$ cat src/rtl/demux_dispatch_ctrl_if.sv
// Command and demux-side signals of the dispatcher. The master modport is the
// environment (requesters plus destinations); the slave modport is the dispatcher.
interface demux_dispatch_ctrl_if #(
    parameter int SEL_WIDTH  = 2,
    parameter int DATA_WIDTH = 32,
    parameter int DEPTH      = 4
);
    localparam int NDEST = 2 ** SEL_WIDTH;
    localparam int CNT_W = $clog2(DEPTH) + 1;

    logic                  flush_i;
    logic                  push_valid_i;
    logic                  push_ready_o;
    logic [SEL_WIDTH-1:0]  push_dest_i;
    logic [DATA_WIDTH-1:0] push_data_i;
    logic [SEL_WIDTH-1:0]  sel_o;
    logic [DATA_WIDTH-1:0] data_o;
    logic [NDEST-1:0]      valid_o;
    logic [NDEST-1:0]      ready_i;
    logic [CNT_W-1:0]      count_o;
    logic                  drop_o;

    modport master (
        output flush_i, push_valid_i, push_dest_i, push_data_i, ready_i,
        input  push_ready_o, sel_o, data_o, valid_o, count_o, drop_o
    );

    modport slave (
        input  flush_i, push_valid_i, push_dest_i, push_data_i, ready_i,
        output push_ready_o, sel_o, data_o, valid_o, count_o, drop_o
    );
endinterface

$ cat src/rtl/demux_dispatch_ctrl.sv
// Buffered demux dispatcher: FIFO of (dest, data) commands feeding a registered
// output stage that holds each command until its destination is ready or it times out.
module demux_dispatch_ctrl #(
    parameter int SEL_WIDTH  = 2,
    parameter int DATA_WIDTH = 32,
    parameter int DEPTH      = 4,
    parameter int TIMEOUT    = 16
) (
    input  logic                 clk_i,
    input  logic                 rst_i,
    demux_dispatch_ctrl_if.slave bus
);
    localparam int PTR_W   = $clog2(DEPTH);
    localparam int CNT_W   = PTR_W + 1;
    localparam int STALL_W = (TIMEOUT > 1) ? $clog2(TIMEOUT) : 1;

    typedef enum logic {S_EMPTY, S_HOLD} state_t;

    state_t                state_q, state_d;
    logic [SEL_WIDTH-1:0]  mem_dest [DEPTH];
    logic [DATA_WIDTH-1:0] mem_data [DEPTH];
    logic [PTR_W-1:0]      wr_ptr, rd_ptr;
    logic [CNT_W-1:0]      count_q;
    logic [SEL_WIDTH-1:0]  sel_q;
    logic [DATA_WIDTH-1:0] data_q;
    logic [STALL_W-1:0]    stall_q;
    logic                  drop_q;
    logic                  hold, transfer, timeout_hit, fifo_nempty, push, pop;

    assign hold        = (state_q == S_HOLD);
    assign transfer    = hold && bus.ready_i[sel_q];
    // A ready in the timeout cycle wins, so timeout only fires without a transfer.
    assign timeout_hit = (TIMEOUT != 0) && hold && !transfer &&
                         (stall_q == STALL_W'(TIMEOUT - 1));
    assign fifo_nempty = (count_q != '0);

    // No passthrough when full: ready depends on occupancy only.
    assign bus.push_ready_o = (count_q < CNT_W'(DEPTH)) && !rst_i;
    assign push = bus.push_valid_i && bus.push_ready_o && !bus.flush_i;
    assign pop  = fifo_nempty && !bus.flush_i && (!hold || transfer || timeout_hit);

    assign bus.sel_o   = sel_q;
    assign bus.data_o  = data_q;
    assign bus.count_o = count_q;
    assign bus.drop_o  = drop_q;

    always_ff @(posedge clk_i or posedge rst_i) begin
        if (rst_i) state_q <= S_EMPTY;
        else       state_q <= state_d;
    end

    always_comb begin
        state_d = state_q;
        if (bus.flush_i) begin
            state_d = S_EMPTY;
        end else begin
            case (state_q)
                S_EMPTY: if (fifo_nempty) state_d = S_HOLD;
                S_HOLD:  if (transfer || timeout_hit) state_d = fifo_nempty ? S_HOLD : S_EMPTY;
                default: state_d = S_EMPTY;
            endcase
        end
    end

    always_comb begin
        bus.valid_o = '0;
        if (hold) bus.valid_o[sel_q] = 1'b1;
    end

    always_ff @(posedge clk_i) begin
        if (push) begin
            mem_dest[wr_ptr] <= bus.push_dest_i;
            mem_data[wr_ptr] <= bus.push_data_i;
        end
    end

    // Count is kept separately from the pointers so full and empty never alias.
    always_ff @(posedge clk_i or posedge rst_i) begin
        if (rst_i) begin
            wr_ptr  <= '0;
            rd_ptr  <= '0;
            count_q <= '0;
        end else if (bus.flush_i) begin
            wr_ptr  <= '0;
            rd_ptr  <= '0;
            count_q <= '0;
        end else begin
            if (push) wr_ptr <= wr_ptr + PTR_W'(1);
            if (pop)  rd_ptr <= rd_ptr + PTR_W'(1);
            count_q <= count_q + CNT_W'(push) - CNT_W'(pop);
        end
    end

    always_ff @(posedge clk_i or posedge rst_i) begin
        if (rst_i) begin
            sel_q   <= '0;
            data_q  <= '0;
            stall_q <= '0;
            drop_q  <= 1'b0;
        end else begin
            drop_q <= timeout_hit && !bus.flush_i;
            if (!bus.flush_i && hold && !transfer && !timeout_hit)
                stall_q <= stall_q + STALL_W'(1);
            else
                stall_q <= '0;
            if (pop) begin
                sel_q  <= mem_dest[rd_ptr];
                data_q <= mem_data[rd_ptr];
            end
        end
    end
endmodule

$ cat src/flat_wrapper.sv
// flat-port wrapper written by rule: the top's interface ports become plain ports
module demux_dispatch_ctrl_flat 
#(
    parameter int SEL_WIDTH  = 2,
    parameter int DATA_WIDTH = 32,
    parameter int DEPTH      = 4,
    parameter int TIMEOUT    = 16
)
  (clk_i, rst_i, bus_flush_i, bus_push_valid_i, bus_push_dest_i, bus_push_data_i, bus_ready_i, bus_push_ready_o, bus_sel_o, bus_data_o, bus_valid_o, bus_count_o, bus_drop_o);
  demux_dispatch_ctrl_if #(.SEL_WIDTH(SEL_WIDTH), .DATA_WIDTH(DATA_WIDTH), .DEPTH(DEPTH)) bus_i ();
  input  logic clk_i;
  input  logic rst_i;
  input wire logic [$bits(bus_i.flush_i)-1:0] bus_flush_i;
  input wire logic [$bits(bus_i.push_valid_i)-1:0] bus_push_valid_i;
  input wire logic [$bits(bus_i.push_dest_i)-1:0] bus_push_dest_i;
  input wire logic [$bits(bus_i.push_data_i)-1:0] bus_push_data_i;
  input wire logic [$bits(bus_i.ready_i)-1:0] bus_ready_i;
  output wire logic [$bits(bus_i.push_ready_o)-1:0] bus_push_ready_o;
  output wire logic [$bits(bus_i.sel_o)-1:0] bus_sel_o;
  output wire logic [$bits(bus_i.data_o)-1:0] bus_data_o;
  output wire logic [$bits(bus_i.valid_o)-1:0] bus_valid_o;
  output wire logic [$bits(bus_i.count_o)-1:0] bus_count_o;
  output wire logic [$bits(bus_i.drop_o)-1:0] bus_drop_o;
  assign bus_i.flush_i = bus_flush_i;
  assign bus_i.push_valid_i = bus_push_valid_i;
  assign bus_i.push_dest_i = bus_push_dest_i;
  assign bus_i.push_data_i = bus_push_data_i;
  assign bus_i.ready_i = bus_ready_i;
  assign bus_push_ready_o = bus_i.push_ready_o;
  assign bus_sel_o = bus_i.sel_o;
  assign bus_data_o = bus_i.data_o;
  assign bus_valid_o = bus_i.valid_o;
  assign bus_count_o = bus_i.count_o;
  assign bus_drop_o = bus_i.drop_o;
  demux_dispatch_ctrl #(.SEL_WIDTH(SEL_WIDTH), .DATA_WIDTH(DATA_WIDTH), .DEPTH(DEPTH), .TIMEOUT(TIMEOUT)) u_core (.clk_i(clk_i), .rst_i(rst_i), .bus(bus_i));
endmodule
$ cat config.mk
export PLATFORM = sky130hd
export DESIGN_NAME = demux_dispatch_ctrl_flat
export DESIGN_NICKNAME = d
export VERILOG_FILES = /design/src/rtl/demux_dispatch_ctrl_if.sv /design/src/rtl/demux_dispatch_ctrl.sv /design/src/flat_wrapper.sv
export SDC_FILE = /design/constraint.sdc
export NUM_CORES = 1
export LEC_CHECK = 0
export BUFFER_PORTS_ARGS = -buffer_cell sky130_fd_sc_hd__buf_4
export CAP_MARGIN = 10
export CORE_AREA = 2 2 145 147
export CTS_BUF_LIST = sky130_fd_sc_hd__clkbuf_16
export CTS_CLUSTER_SIZE = 25
export DETAILED_ROUTE_END_ITERATION = 16
export DIE_AREA = 0 0 147 149
export SLEW_MARGIN = 30
export SYNTH_ARGS = -nofsm -noshare
export SYNTH_HDL_FRONTEND = slang
export SYNTH_SLANG_ARGS = --single-unit
$ cat constraint.sdc
create_clock -name clk_i -period 4.7 [get_ports clk_i]
set_input_delay 0.94 -clock clk_i [delete_from_list [all_inputs] [get_ports clk_i]]
set_output_delay 0.94 -clock clk_i [all_outputs]
set_load 0.01 [all_outputs]
==> metrics, run 1 <==
outcome=finished clean; Tcrit/Tclk final=53.6%; syn avg cell area=approximately 21 sq um; worst path cell trace=buf_4 -> mux2_2 -> o22a_4 -> o21ai_4 -> inv_1 -> ha_1 -> inv_1 -> ha_1 -> inv_1 -> fa_1 -> xnor2_1 -> nor2_1; fin nets=between 400 and 500; die area=approximately 22000 sq um; CP peak stage delay=around 370 ps; ys async rst share=between 20% and 30%; Vias per Instance=~4.6; Starting Density=approximately a third; router iterations before antenna repair=5; post-DP HPWL=~8000 um; Crit. End Element=flip-flop; maximum clock rate=slightly below 0.4 GHz; Post-Synthesis Cells=~340; Pleak=slightly above 3 nW; maximum vdd drop=approximately 0.26 mV; DR WL met3=727 um; slew margin rel.=a little under two fifths; DR WL/cell=17.8 um; CTS tree=built; CTS clk-pin slew, worst paths=about 60 ps; largest net degree at the start of global routing=between 40 and 50; clk sinks=183; Setup Buffers After CTS=0; synth warn=0; first-pass GRT wire length=about 20000 um; layout cells sized above 1=approximately two fifths; Power Dens Cells=between 500 and 600 nW/um^2; CTS H-tree lvls=4; met1 wire length=about 5300 um; Critical Path RT=5010 ps; CP max stage cell=fa_1; overall routing resource usage=12.3%; Synth cell types=30; Die W=~150 um; count of final setup violators=0; Clock Latency Late Sink=420 ps; Routed WL=roughly 13000 um; routed vias=~3300; CP Launch Type=input port; kind of critical path=in -> reg; DP Area=roughly 7900 sq um; cell mode on critical path=inv_1; Design Power=0.00459 W; EDFF count, synth=about 140; syn_nets=387; worst min path class=reg -> reg; RePlAce Congestion=0.676; Clock Root Buffer=clkbuf_16; Max-Cap Viols=0; RSZ-0062 raised after global routing=no; Slew @ Worst Pin=approximately 940 ps; Slew Limit Fails=0; Top Layer Used=met4; post-synthesis sequential area ratio=75.4%; #FFs+latches synth=183; Final Critical Period=~2500 ps; Final Hold Slack=roughly 470 ps; Setup TNS=0 ps; Num CTS Buffers=17; ant diodes=0; routed wl met2=around 6600 um; Core Rows=53; design area=between 8000 and 9000 sq um; chip height=149 um; num ports=85; total global routing overflow=0; antenna viol nets, final=0; DRC errors left=0; Critical Path Fanout Max=7; vias in the first global route=roughly 3700; Iter 0 DRT Violations=215; top_reg_cell synth=edfxtp_1; core region area=between 20000 and 25000 sq um; initial antenna violation count=0; final count of hold timing violations=0; Port Buffers=84; Arr. time, crit path=roughly 2800 ps; P&R area growth vs syn=21.4%; clock buffer depth=2; Post-CTS Hold Fix Bufs=0; final core utilization=41.2%; Final Skew=between 5 and 6 ps; # resized after CTS=0; mapped cell area=about 7000 sq um
## synthesized netlist by cell type (4+ instances only)
library cell / n / area (sq um)
ha_1: 7 / 87.6
mux4_2: 34 / 766
clkbuf_1: 6 / 22.5
nor2_1: 15 / 56.3
nand2_1: 7 / 26.3
inv_1: 10 / 37.5
mux2_1: 4 / 45.0
dfrtp_1: 47 / 1180
nand3_1: 4 / 20.0
edfxtp_1: 136 / 4080
and2_1: 4 / 25.0
mux2_2: 32 / 360
## cells by family (layout without fill, tap and decap cells)
kind of cell | after synthesis | in the layout | synth area share, %
buffers and inverters | 22 | 127 | 1.72
adders and majority gates | 8 | 8 | 1.54
xor gates and xnor gates | 5 | 5 | 0.628
and+or+nand+nor | 41 | 41 | 2.78
DFF | 183 | 183 | 75.4
muxes | 71 | 71 | 16.9
AOI/OAI and AO/OA | 7 | 7 | 1.02
## final timing paths
kind	start	to	cells past startpoint	slack, ps
min reg2reg	u_core.stall_q[0]	u_core.stall_q[0]	1	470
max reg2reg	u_core.bus.sel_o[1]	u_core.bus.count_o[2]	11	2230
max in group asynchronous	rst_i	u_core.rd_ptr[0]	2	3590
min in group asynchronous	rst_i	u_core.bus.count_o[1]	2	630
min	u_core.stall_q[0]	u_core.stall_q[0]	1	470
max	bus_ready_i[3]	u_core.bus.count_o[2]	12	2180
## critical path: cells and delay by family
| kind | cells | cell delay [ps] |
|---|---|---|
| simple gates | 1 | 50 |
| buf+inv | 4 | 260 |
| compound gates | 2 | 390 |
| xor+xnor | 1 | 160 |
| mux | 1 | 260 |
| fa+ha+maj | 3 | 760 |
## sequential cells by signal (all words and copies together), names as in the netlist
name	count
u_core.bus.count_o	3
u_core.hold	1
u_core.rd_ptr	2
u_core.bus.data_o	32
u_core.bus.drop_o	1
u_core.mem_dest	8
u_core.stall_q	4
u_core.mem_data	128
u_core.wr_ptr	2
u_core.bus.sel_o	2
## cell type report
cell class / instances / area (sq um)
repair buffers: 85 / 638
multi-input cells: 132 / 1610
flip-flops and latches: 183 / 5270
well taps: 275 / 344
inverters: 10 / 40.0
clock buffers: 17 / 425
clock inverters: 15 / 148
fillers: 1867 / 12100
## cells in the final DEF, fill, tap and decap left out, drive strengths merged
cell type	count
a211oi	1
or3	3
nor3b	1
a311o	2
nand2	7
dfrtp	47
and2	4
clkbuf	17
nand3	4
mux2i	1
mux2	36
ha	7
edfxtp	136
clkinv	8
o21ai	2
nor2b	2
nor3	3
nand2b	1
inv	14
xnor2	3
o22a	1
xor2	2
and3	1
fa	1
buf	85
a21oi	1
nor2	15
bufinv	3
mux4	34
## layer usage
metal | vias up | global-route usage [%]
li1 | 1508 | -
met1 | 1704 | 14.9
met2 | 86 | 20.5
met3 | 15 | 3.94
met4 | 0 | 5.14
met5 | - | 0
## where the power goes
group / switching, W / total [W] / internal [W]
Sequential: 0.000222 / 0.00217 / 0.00194
Combinational: 0.000410 / 0.00105 / 0.000643
Clock: 0.000550 / 0.00137 / 0.000820
## stage by stage
stage,worst slack (ps),instances
2_1_floorplan,1600,337
3_3_place_gp,1760,685
3_5_place_dp,1740,685
4_1_cts,2200,717
5_1_grt,2050,717
6_report,2180,717
Power figures use the tool's default switching activity.
==> run 2, diff against run 1 <==
- clock period: 4.7 -> 2.2 ns (I/O delays scaled with it)
==> run 2 against run 1 <==
Effect of this change:
- the flow now finishes with violations (negative setup slack)
- final area up 3.5%
- combinational power rose to 2.6 times the previous value
- clock skew up 1.5 ps
- clock power up 100%
- count of clock-buffer cells in the layout unchanged
- die area unchanged
- global-route usage up 0.56 points
- wire length up 4.0%
- sequential power up 100%
- utilization up 1.4 points
- via count up 3.2%
- final cell count up 3.2%
==> metrics, run 2 (same netlist as run 1, synthesis figures left out) <==
Core Rows=between 50 and 60; ant diodes=0; # resized after CTS=0; total global routing overflow=0; DR WL/cell=between 15 and 20 um; Critical R2R Launch=u_core.bus.sel_o[1]; slew margin rel.=62.6%; Biggest register=u_core.mem_data; Max-Cap Viols=0; Routed WL=13300 um; Final Skew=between 7 and 8 ps; die area=around 22000 sq um; worst min path class=in -> async; antenna viol nets, final=0; maximum clock rate=about 0.44 GHz; design area=about 9000 sq um; initial antenna violation count=0; RSZ-0062 raised after global routing=yes; clk sinks=183; P&R area growth vs syn=25.6%; RePlAce Congestion=around 0.76; Power Dens Cells=1130 nW/um^2; most frequent cells in the layout=136 x edfxtp_1, 99 x buf_4, 44 x dfrtp_1; kind of critical path=reg -> reg; vias in the first global route=about 3800; overall routing resource usage=between 10% and 20%; Arr. time, crit path=approximately 2600 ps; Iter 0 DRT Violations=between 90 and 100; count of final setup violators=2; DRC errors left=0; first-pass GRT wire length=20900 um; final count of hold timing violations=0; routed vias=3418; Num CTS Buffers=17; num ports=85; failing checks=negative setup slack; Tcrit/Tclk final=103%; number of flip-flops under the largest register name=roughly 130; r2r setup slk=-60 ps; Slew @ Worst Pin=roughly 560 ps; CTS tree=built; router iterations before antenna repair=4; CTS H-tree lvls=4; Design Power=slightly below 0.01 W; layout cells sized above 1=between 40% and 50%; Slew Limit Fails=0; Setup Buffers After CTS=0; Clock Latency Late Sink=between 400 and 500 ps; Critical Path Fanout Max=4; post-DP HPWL=approximately 8400 um; DP Area=8230 sq um; chip height=between 100 and 150 um; maximum vdd drop=approximately 0.6 mV; core region area=about 21000 sq um; CP Launch Type=flip-flop; Starting Density=33.9%; Pleak=around 3.2 nW; commonest non-fill, non-tap cell in the layout=edfxtp_1; Die W=around 150 um; Port Buffers=84; Critical Path RT=~2500 ps; reg-to-reg endpoint=u_core.bus.count_o[1]; Final Critical Period=2260 ps; Filler Cell Count=1839; outcome=complete, but fails checks; worst-case reg-to-reg path depth=10; Vias per Instance=between 4 and 5; PnR worst setup slack=-60.8 ps; Clock Root Buffer=clkbuf_16; clock buffer depth=2; Crit. End Element=flip-flop; largest net degree at the start of global routing=35; fin nets=just over 500; CTS clk-pin slew, worst paths=roughly 60 ps
-- run 2: worst max-delay path by stage --
stage	from	end	slack [ps]	depth (start not counted)
global placement	bus_ready_i[1]	u_core.bus.count_o[1]	-150	11
finish	u_core.bus.sel_o[1]	u_core.bus.count_o[1]	-60	10
detailed placement	bus_ready_i[1]	u_core.bus.count_o[1]	-190	11
global route	u_core.bus.sel_o[1]	u_core.bus.count_o[1]	-150	10
CTS	u_core.bus.sel_o[1]	u_core.bus.count_o[1]	-70	10
floorplan	u_core.bus.sel_o[1]	u_core.bus.count_o[1]	-400	11
-- run 2: per-stage QoR --
step,setup WS (ps),hold WS (ps),setup TNS [ps],instances,util [%]
final,-60.8,46.5,-81.0,740,42.6
after CTS,-67.5,74.2,-288,740,42.6
after floorplan,-398,432,-812,337,-
after global routing,-155,71.1,-3210,740,42.6
after global placement,-151,449,-3440,709,40.0
after detailed placement,-193,465,-4530,709,40.0
-- run 2: worst max-delay path, cell delays in order, from the launching register on --
cell	delay (ps)
dfrtp_2	430
mux2_4	310
o22a_4	240
o21ai_4	160
inv_4	50
ha_4	210
inv_2	60
ha_4	110
inv_2	30
fa_2	510
nor2_1	40
-- run 2: what timing repair did --
action / 4_1_cts / 5_1_grt
setup endpoints to repair: 36 / 36
hold buffers: 0 / 0
pin swaps: 2 / 0
-- run 2: layer usage --
metal  track usage (%)  vias up  wire (um)
met5                 0        -          0
met4              3.75        0        119
met3              3.76       13        497
met2              22.0       67       6960
met1              16.0     1786       5700
li1                  -     1552          -
-- run 2: power breakdown --
part | total [W] | switching, W | leakage (nW) | internal, W
clock | 0.00277 | 0.00123 | 0.251 | 0.00154
sequential | 0.00440 | 0.000249 | 1.80 | 0.00415
combinational | 0.00269 | 0.00117 | 1.12 | 0.00152
-- run 2: area by class of cell --
class / count / area [sq um] / area share, %
sequential: 183 / 5260 / 60.1
multi-input combinational: 132 / 1630 / 18.6
timing repair buffer: 109 / 943 / 10.8
clock buffer: 17 / 425 / 4.85
tap: 275 / 344 / 3.93
clock inverter: 14 / 113 / 1.28
inverter: 10 / 40.0 / 0.457
